$ cat config.mk
export PLATFORM = sky130hd
export DESIGN_NAME = alu_seq
export DESIGN_NICKNAME = d
export VERILOG_FILES = /design/src/rtl/alu_seq.sv
export SDC_FILE = /design/constraint.sdc
export NUM_CORES = 1
export LEC_CHECK = 0
export CORE_MARGIN = 5
export CORE_UTILIZATION = 48
export DETAILED_ROUTE_END_ITERATION = 10
export GPL_ROUTABILITY_DRIVEN = 0
export PLACE_DENSITY_LB_ADDON = 0.3
export SYNTH_ARGS = -nofsm -noshare
export SYNTH_HDL_FRONTEND = slang
export SYNTH_SLANG_ARGS = --single-unit
$ cat constraint.sdc
create_clock -name clk -period 2.9 [get_ports clk]
set_input_delay 0.29 -clock clk [delete_from_list [all_inputs] [get_ports clk]]
set_output_delay 0.29 -clock clk [all_outputs]
set_load 0.005 [all_outputs]
$ cat src/rtl/alu_seq.sv
// Multi-cycle ALU: single-cycle add/sub/logic, bit-serial shifts and a shift-add multiplier.
// result/zero_out/carry_out are registered and only change on the edge entering FIN.
module alu_seq #(
  parameter int WIDTH = 8,
  parameter int SHW   = $clog2(WIDTH)
) (
  input  logic             clk,
  input  logic             clear_n,
  input  logic             start,
  input  logic [2:0]       op,
  input  logic [WIDTH-1:0] a,
  input  logic [WIDTH-1:0] b,
  output logic             busy,
  output logic             done,
  output logic [WIDTH-1:0] result,
  output logic             zero_out,
  output logic             carry_out
);

  localparam int CW = SHW + 1;

  localparam logic [1:0] S_IDLE = 2'd0;
  localparam logic [1:0] S_RUN  = 2'd1;
  localparam logic [1:0] S_FIN  = 2'd2;

  localparam logic [2:0] OP_ADD = 3'b000;
  localparam logic [2:0] OP_SUB = 3'b001;
  localparam logic [2:0] OP_AND = 3'b010;
  localparam logic [2:0] OP_OR  = 3'b011;
  localparam logic [2:0] OP_XOR = 3'b100;
  localparam logic [2:0] OP_SHL = 3'b101;
  localparam logic [2:0] OP_SHR = 3'b110;
  localparam logic [2:0] OP_MUL = 3'b111;

  logic [1:0]       state_q, state_d;
  logic [2:0]       op_q, op_d;
  logic [WIDTH-1:0] a_q, a_d;
  logic [WIDTH-1:0] b_q, b_d;
  logic [WIDTH-1:0] acc_q, acc_d;
  logic [CW-1:0]    cnt_q, cnt_d;
  logic [WIDTH-1:0] res_q, res_d;
  logic             zero_q, zero_d;
  logic             carry_q, carry_d;

  logic             accept_s;
  logic             load_s;
  logic [WIDTH-1:0] new_res_s;
  logic             new_cy_s;
  logic [WIDTH:0]   add_s;
  logic [WIDTH:0]   sub_s;
  logic [WIDTH:0]   sum_s;
  logic [SHW-1:0]   amt_s;
  logic             last_s;

  assign add_s  = {1'b0, a} + {1'b0, b};
  assign sub_s  = {1'b0, a} - {1'b0, b};
  assign amt_s  = b[SHW-1:0];
  assign last_s = (cnt_q == CW'(1));
  // One shift-add step: {acc_q, b_q} holds the running product, multiplier bits consumed from b_q[0].
  assign sum_s  = {1'b0, acc_q} + ({(WIDTH+1){b_q[0]}} & {1'b0, a_q});
  assign accept_s = start && (state_q != S_RUN);

  assign busy      = (state_q == S_RUN);
  assign done      = (state_q == S_FIN);
  assign result    = res_q;
  assign zero_out  = zero_q;
  assign carry_out = carry_q;

  always_comb begin
    state_d   = state_q;
    op_d      = op_q;
    a_d       = a_q;
    b_d       = b_q;
    acc_d     = acc_q;
    cnt_d     = cnt_q;
    res_d     = res_q;
    zero_d    = zero_q;
    carry_d   = carry_q;
    load_s    = 1'b0;
    new_res_s = '0;
    new_cy_s  = 1'b0;

    case (state_q)
      S_IDLE, S_FIN: begin
        if (accept_s) begin
          op_d    = op;
          a_d     = a;
          b_d     = b;
          acc_d   = '0;
          cnt_d   = '0;
          state_d = S_FIN;
          case (op)
            OP_ADD: begin load_s = 1'b1; new_res_s = add_s[WIDTH-1:0]; new_cy_s = add_s[WIDTH]; end
            OP_SUB: begin load_s = 1'b1; new_res_s = sub_s[WIDTH-1:0]; new_cy_s = sub_s[WIDTH]; end
            OP_AND: begin load_s = 1'b1; new_res_s = a & b; end
            OP_OR:  begin load_s = 1'b1; new_res_s = a | b; end
            OP_XOR: begin load_s = 1'b1; new_res_s = a ^ b; end
            OP_SHL, OP_SHR: begin
              if (amt_s == '0) begin
                load_s    = 1'b1;
                new_res_s = a;
              end else begin
                cnt_d   = {1'b0, amt_s};
                state_d = S_RUN;
              end
            end
            OP_MUL: begin
              cnt_d   = CW'(WIDTH);
              state_d = S_RUN;
            end
            default: state_d = S_IDLE;
          endcase
        end else begin
          state_d = S_IDLE;
        end
      end
      S_RUN: begin
        cnt_d = cnt_q - CW'(1);
        case (op_q)
          OP_SHL: begin
            a_d = {a_q[WIDTH-2:0], 1'b0};
            if (last_s) begin
              load_s    = 1'b1;
              new_res_s = {a_q[WIDTH-2:0], 1'b0};
              new_cy_s  = a_q[WIDTH-1];
              state_d   = S_FIN;
            end else begin
              state_d = S_RUN;
            end
          end
          OP_SHR: begin
            a_d = {1'b0, a_q[WIDTH-1:1]};
            if (last_s) begin
              load_s    = 1'b1;
              new_res_s = {1'b0, a_q[WIDTH-1:1]};
              new_cy_s  = a_q[0];
              state_d   = S_FIN;
            end else begin
              state_d = S_RUN;
            end
          end
          OP_MUL: begin
            acc_d = sum_s[WIDTH:1];
            b_d   = {sum_s[0], b_q[WIDTH-1:1]};
            if (last_s) begin
              load_s    = 1'b1;
              new_res_s = {sum_s[0], b_q[WIDTH-1:1]};
              new_cy_s  = |sum_s[WIDTH:1];
              state_d   = S_FIN;
            end else begin
              state_d = S_RUN;
            end
          end
          default: state_d = S_IDLE;
        endcase
      end
      default: state_d = S_IDLE;
    endcase

    if (load_s) begin
      res_d   = new_res_s;
      zero_d  = (new_res_s == '0);
      carry_d = new_cy_s;
    end else begin
      res_d   = res_q;
      zero_d  = zero_q;
      carry_d = carry_q;
    end
  end

  // State, operand and output registers; reset clears everything immediately.
  always_ff @(posedge clk or negedge clear_n) begin
    if (!clear_n) begin
      state_q <= S_IDLE;
      op_q    <= 3'b000;
      a_q     <= '0;
      b_q     <= '0;
      acc_q   <= '0;
      cnt_q   <= '0;
      res_q   <= '0;
      zero_q  <= 1'b0;
      carry_q <= 1'b0;
    end else begin
      state_q <= state_d;
      op_q    <= op_d;
      a_q     <= a_d;
      b_q     <= b_d;
      acc_q   <= acc_d;
      cnt_q   <= cnt_d;
      res_q   <= res_d;
      zero_q  <= zero_d;
      carry_q <= carry_d;
    end
  end

endmodule

* Yosys cells after proc, flatten, opt, wreduce, memory -nomap -nowiden *
Index checks and enable logic that the tools add are counted.

word-level totals
  flip-flop bits (word level) = 43
  logic and storage cells = 89

cells by class
  add/subtract/negate cells = 4
  equal/unequal tests = 17
  multiplexer cells = 40
  bitwise gates (word level) = 4
  reduce and logical (&&, ||, !) cells = 15

operator list
  kind                count
  $pmux 8 s2          5
  $mux 8              9
  $pmux 8 s6          1
  $pmux 8 s3          1
  $eq 3x3->1 const B  7
  $pmux 4 s2          2
  $add 8x8->9         1
  $add 8x9->9         1
  $and 9x8->9         1
  $sub 8x8->9         1
  $and 8x8->8         1
  $logic_not 8->1     1
  $mux 1              8
  $mux 2              4
  $or 8x8->8          1
  $pmux 1 s2          4
  $pmux 2 s2          2
  $reduce_or 8->1     1
  $xor 8x8->8         1
  $mux 7              1
  $eq 3x2->1 const B  2
  $logic_not 3->1     2
  $reduce_and 3->1    2
  $reduce_or 5->1     1
  other kinds (17)    20

* Logic depth before layout (Yosys ltp) *
  depth in word-level cells = 6
  mapped depth = 10
  mapped depth without buffers = 10

* Worst setup path before layout *
Ideal clock, no wire load.

  path type = flip-flop to flip-flop
  start = register b_q[0]
  end = register carry_q, in the netlist carry_out
  library setup time = 0.124 ns
  arrival time = 2.420 ns
  slack = 0.357 ns
  stages on the path, launching flop included = 11
  buffers on the path = 0
  clock period less this slack = 2.543 ns
  cell sequence = dfrtp_1 > and2_1 > ha_1 > fa_1 > a21o_1 > a21oi_1 > o21bai_1 > a211o_1 > a21oi_1 > nand4_1 > a211o_1

on the way
  cells in the longest elaborated chain, start to end = 6

RTL lines
  item                      line  source
  start: declaration        38    logic [WIDTH-1:0] b_q, b_d;
  start signal: assignment  177   b_q <= '0;
  start signal: assignment  187   b_q <= b_d;
  $and 9x8->9               60    assign sum_s = {1'b0, acc_q} + ({(WIDTH+1){b_q[0]}} & {1'b0, a_q});
  $add 8x9->9               60
  $reduce_or 8->1           148   new_cy_s = |sum_s[WIDTH:1];
  $mux 1                    145   if (last_s) begin
  $pmux 1 s3                119   case (op_q)
  $pmux 1 s2                83    case (state_q)
  end signal: assignment    192   carry_q <= carry_d;
  end: declaration          43    logic carry_q, carry_d;

Every way passes these cells.
A chain may end at the register's enable or synchronous reset.

* Worst setup path after layout *
  start = register a_q[0]
  end = register carry_q, in the netlist carry_out

on the way
  cells in the longest elaborated chain, start to end = 6

RTL lines
  item                      line  source
  start: declaration        37    logic [WIDTH-1:0] a_q, a_d;
  start signal: assignment  176   a_q <= '0;
  start signal: assignment  186   a_q <= a_d;
  $and 9x8->9               60
  $add 8x9->9               60
  $reduce_or 8->1           148
  $mux 1                    145
  $pmux 1 s3 (*)            119
  $pmux 1 s2 (*)            83

Mark *: on every way between the ends. The rest lies on a longest branch, timed or not.

==> impl_metrics.csv <==
group,metric,value,unit
yosys,synth_area_leaders,"dfrtp_1 (27%), ha_1 (11%), nand2_1 (5.3%), nand3_1 (3.4%), mux2_2 (3.4%)",
place,place_area,4510,sq um
clocking,cts_tree,"built",
clocking,clk_pin_slew,0.08,ns
sta,rsz0062_at_grt,"false",
clocking,clock_tree.buffer_depth,2,
yosys,synth-edff-count,0,
sta,period_share,95.5,%
yosys,synthAdderAreaFrac,12.6,%
route,firstDrtPassIters,5,
power_and_ir_drop,clock_power_share,22.6,%
floorplan,die_w,101,um
yosys,synth_top_family_by_area,"compound AO/OA/AOI/OAI gates",
floorplan,die_height,101,um
floorplan,num_rows,33,
yosys,ys.flop_type,"dfrtp_1",
layout,area_growth_syn_to_layout,17.2,%
yosys,yosysTopAreaCellShare,27.2,%
sta,timing.final.max_slew_violations,0,
grt,grt_max_degree,44,
critical_path,critPathLaunchType,"flip-flop",
floorplan,start_util,48.5,%
critical_path,crit_fanout,5,
route,vias_per_cell,6.09,
critical_path,critPathArrivalTime,2.97,ns
floorplan,io_pins,34,
layout,antenna_cells,0,
floorplan,floorplan.die_area,10100,sq um
route,drtIter0Drc,299,
yosys,synth_common_cells,"nand2_1 (56), dfrtp_1 (43), ha_1 (35)",
sta,finalHoldViolCount,0,
sta,min_period,2.77,ns
sta,fin_skew,0.0118,ns
clocking,cts_htree_levels,2,
grt,antenna_found_initial,0,
grt,grt_pass1_wl,17.3,mm
yosys,yosysMostFrequentCell,"nand2_1",
yosys,synth_xor_area_share,2.22,%
clocking,numCtsBuffers,5,
clocking,clock-sinks,43,
route,post_drt_wl_per_cell,17.4,um
yosys,synth_fp_nets,529,
place,port-buffer-count,33,
grt,grt_pass1_vias,3541,
sta,worstMarginPinSlew,0.981,ns
layout,regArea,1080,sq um
critical_path,endpoint_kind,"flip-flop",
yosys,synth-seq-cells,43,
sta,max_slew_margin,34.6,%
sta,fmax,361,MHz
layout,fin_nets,576,
critical_path,r2r_cells,10,
yosys,yosysSeqAreaShare,27.2,%
yosys,async_flop_share,100,%
route,drc,0,
yosys,yosys.area.top_type,"dfrtp_1",
clocking,cts_hold_buf,0,
min_path,min_path_type,"in -> async",
yosys,yosysWarnings,0,
yosys,syn-cell-area,3950,sq um
floorplan,core_area,8130,sq um
power_and_ir_drop,p_comb_share,38.6,%
layout,fill_cells,734,
outcome,status,"finished clean",
yosys,synthMuxAreaShare,5.96,%
critical_path,path_class,"reg -> reg",
power_and_ir_drop,seqPwrFrac,38.9,%
power_and_ir_drop,total_power,0.00218,W
grt,grt_util_all_layers,21.2,%
place,dp.cells,614,
power_and_ir_drop,power.density,472,nW/um^2
layout,finish.instance_area,4630,sq um
critical_path,required,3.10,ns
layout,instances_no_fill,622,
run,drv_cap,0,
clocking,clk_latency,0.31,ns
power_and_ir_drop,ir_drop,0.187,mV
clocking,cts_setup_buffers,0,
layout,layout-drive-gt1-share,14.7,%
yosys,synth.distinct_cells,69,
place,dp_hpwl,8.42,mm
sta,setup_violations,0,
power_and_ir_drop,switching_share,35.6,%
power_and_ir_drop,internal_power,0.00141,W
grt,gr-total-overflow,0,
yosys,synthCells,469,
route,wl,10.8,mm
power_and_ir_drop,p_switching,0.000778,W
power_and_ir_drop,leakage,2.12,nW
layout,multi_input_area,2600,sq um
route,vias,3790,
yosys,synth_compound_area_share,22.7,%
yosys,synth_area_per_cell,8.42,sq um
clocking,cts_root_buf,"clkbuf_8",
route,ant_nets,0,
yosys,synth-simple-area-share,22.2,%
[final cells by class]
cell class | instances | area share, %
tap | 105 | 2.84
inverter | 28 | 2.32
sequential | 43 | 23.2
timing repair buffer | 68 | 13.0
clock buffer | 6 | 1.78
clock inverter | 2 | 0.757
multi-input combinational | 370 | 56.1
[kinds of logic after synthesis]
| logic type | count (synthesis) |
|---|---|
| AO/OA/AOI/OAI | 125 |
| XOR/XNOR | 10 |
| adder cells (fa/ha/maj) | 38 |
| buffers and inverters | 56 |
| flip-flops | 43 |
| multiplexers | 22 |
| AND/OR/NAND/NOR | 175 |
[critical path, cell delays in order, from the launching register on]
cell and delay (ns):
dfrtp_1 0.42, and2_1 0.16, ha_1 0.20, fa_1 0.42, a21o_1 0.19, a21oi_2 0.19
o21bai_1 0.09, a211o_1 0.31, a21oi_1 0.17, nand4_1 0.19, a211o_1 0.33
[routing by layer]
metal  share of wire [%]  vias to the layer above  GRT usage, %
met4                 2.5                        0          6.94
met2                  49                      149          36.1
li1                    -                     1796             -
met1                  43                     1821          28.3
met3                 5.4                       24          2.01
met5                   0                        -             0
[placed cells by master (no fill, tap or decap), types with 3 or more instances in the layout]
cell	netlist	routed
nand4_1	8	8
nand2b_1	5	5
o21ai_0	18	18
fa_1	3	3
and2_1	8	8
buf_4	3	34
mux2i_1	10	10
a211o_1	6	6
a21oi_1	26	25
nor2b_1	7	7
clkbuf_8	0	6
xnor2_1	4	4
ha_1	35	35
nor3_1	10	10
nor4_1	3	3
inv_1	27	27
clkdlybuf4s50_1	0	32
a31oi_1	14	14
dfrtp_1	43	43
nor3_2	3	3
mux2_2	12	12
xor2_1	6	6
o211ai_1	12	12
a22oi_1	6	6
nand2_1	56	56
a21o_1	5	5
or2_2	3	3
nand3_1	27	27
a221o_1	4	4
nor2_1	29	29
[path summary, 6_finish.rpt]
path | startpoint | to | slack [ns]
max in group asynchronous | clear_n | cnt_q[1]$_DFFE_PN0P_ | 2.15
min in group clk | result[6]$_DFFE_PN0P_ | result[6]$_DFFE_PN0P_ | 0.49
setup / recovery | a_q[0]$_DFFE_PN0P_ | carry_out$_DFFE_PN0P_ | 0.13
hold reg to reg | result[6]$_DFFE_PN0P_ | result[6]$_DFFE_PN0P_ | 0.49
hold / removal | clear_n | acc_q[5]$_DFFE_PN0P_ | 0.15
setup reg to reg | a_q[0]$_DFFE_PN0P_ | carry_out$_DFFE_PN0P_ | 0.13
[per-stage QoR]
| stage | util (%) | hold WS (ns) | setup TNS (ns) | setup slack (ns) |
|---|---|---|---|---|
| CTS | 56.9 | 0.183 | 0 | 0.0632 |
| global placement | 55.4 | 0.461 | 0 | 0.0191 |
| floorplan | - | -0.00559 | 0 | 0.357 |
| finish | 56.9 | 0.147 | 0 | 0.130 |
| detailed placement | 55.4 | 0.475 | -0.0788 | -0.0788 |
| global route | 56.9 | 0.232 | 0 | 0.0518 |
[power by group through the flow]
| stage | combinational [W] | clock [W] | sequential, W |
|---|---|---|---|
| global placement | 0.000816 | 0 | 0.000856 |
| floorplan | 0.000567 | 0 | 0.000805 |
| detailed placement | 0.000833 | 0 | 0.000860 |
| global route | 0.000928 | 0.000514 | 0.000865 |
| finish | 0.000843 | 0.000493 | 0.000849 |
| CTS | 0.000838 | 0.000499 | 0.000847 |
[repair_timing]
item	in CTS	in global routing
endpoints found under the setup margin	0	1
resized for setup	0	1
hold endpoints to repair	0	0
[sequential cells by signal, indices dropped and copies added, names as in the netlist]
register and count:
a_q 8, result 8, acc_q 8, carry_out 1
b_q 8, op_q 3, cnt_q 4, state_q 2
zero_out 1
(Power assumes the default switching activity.)
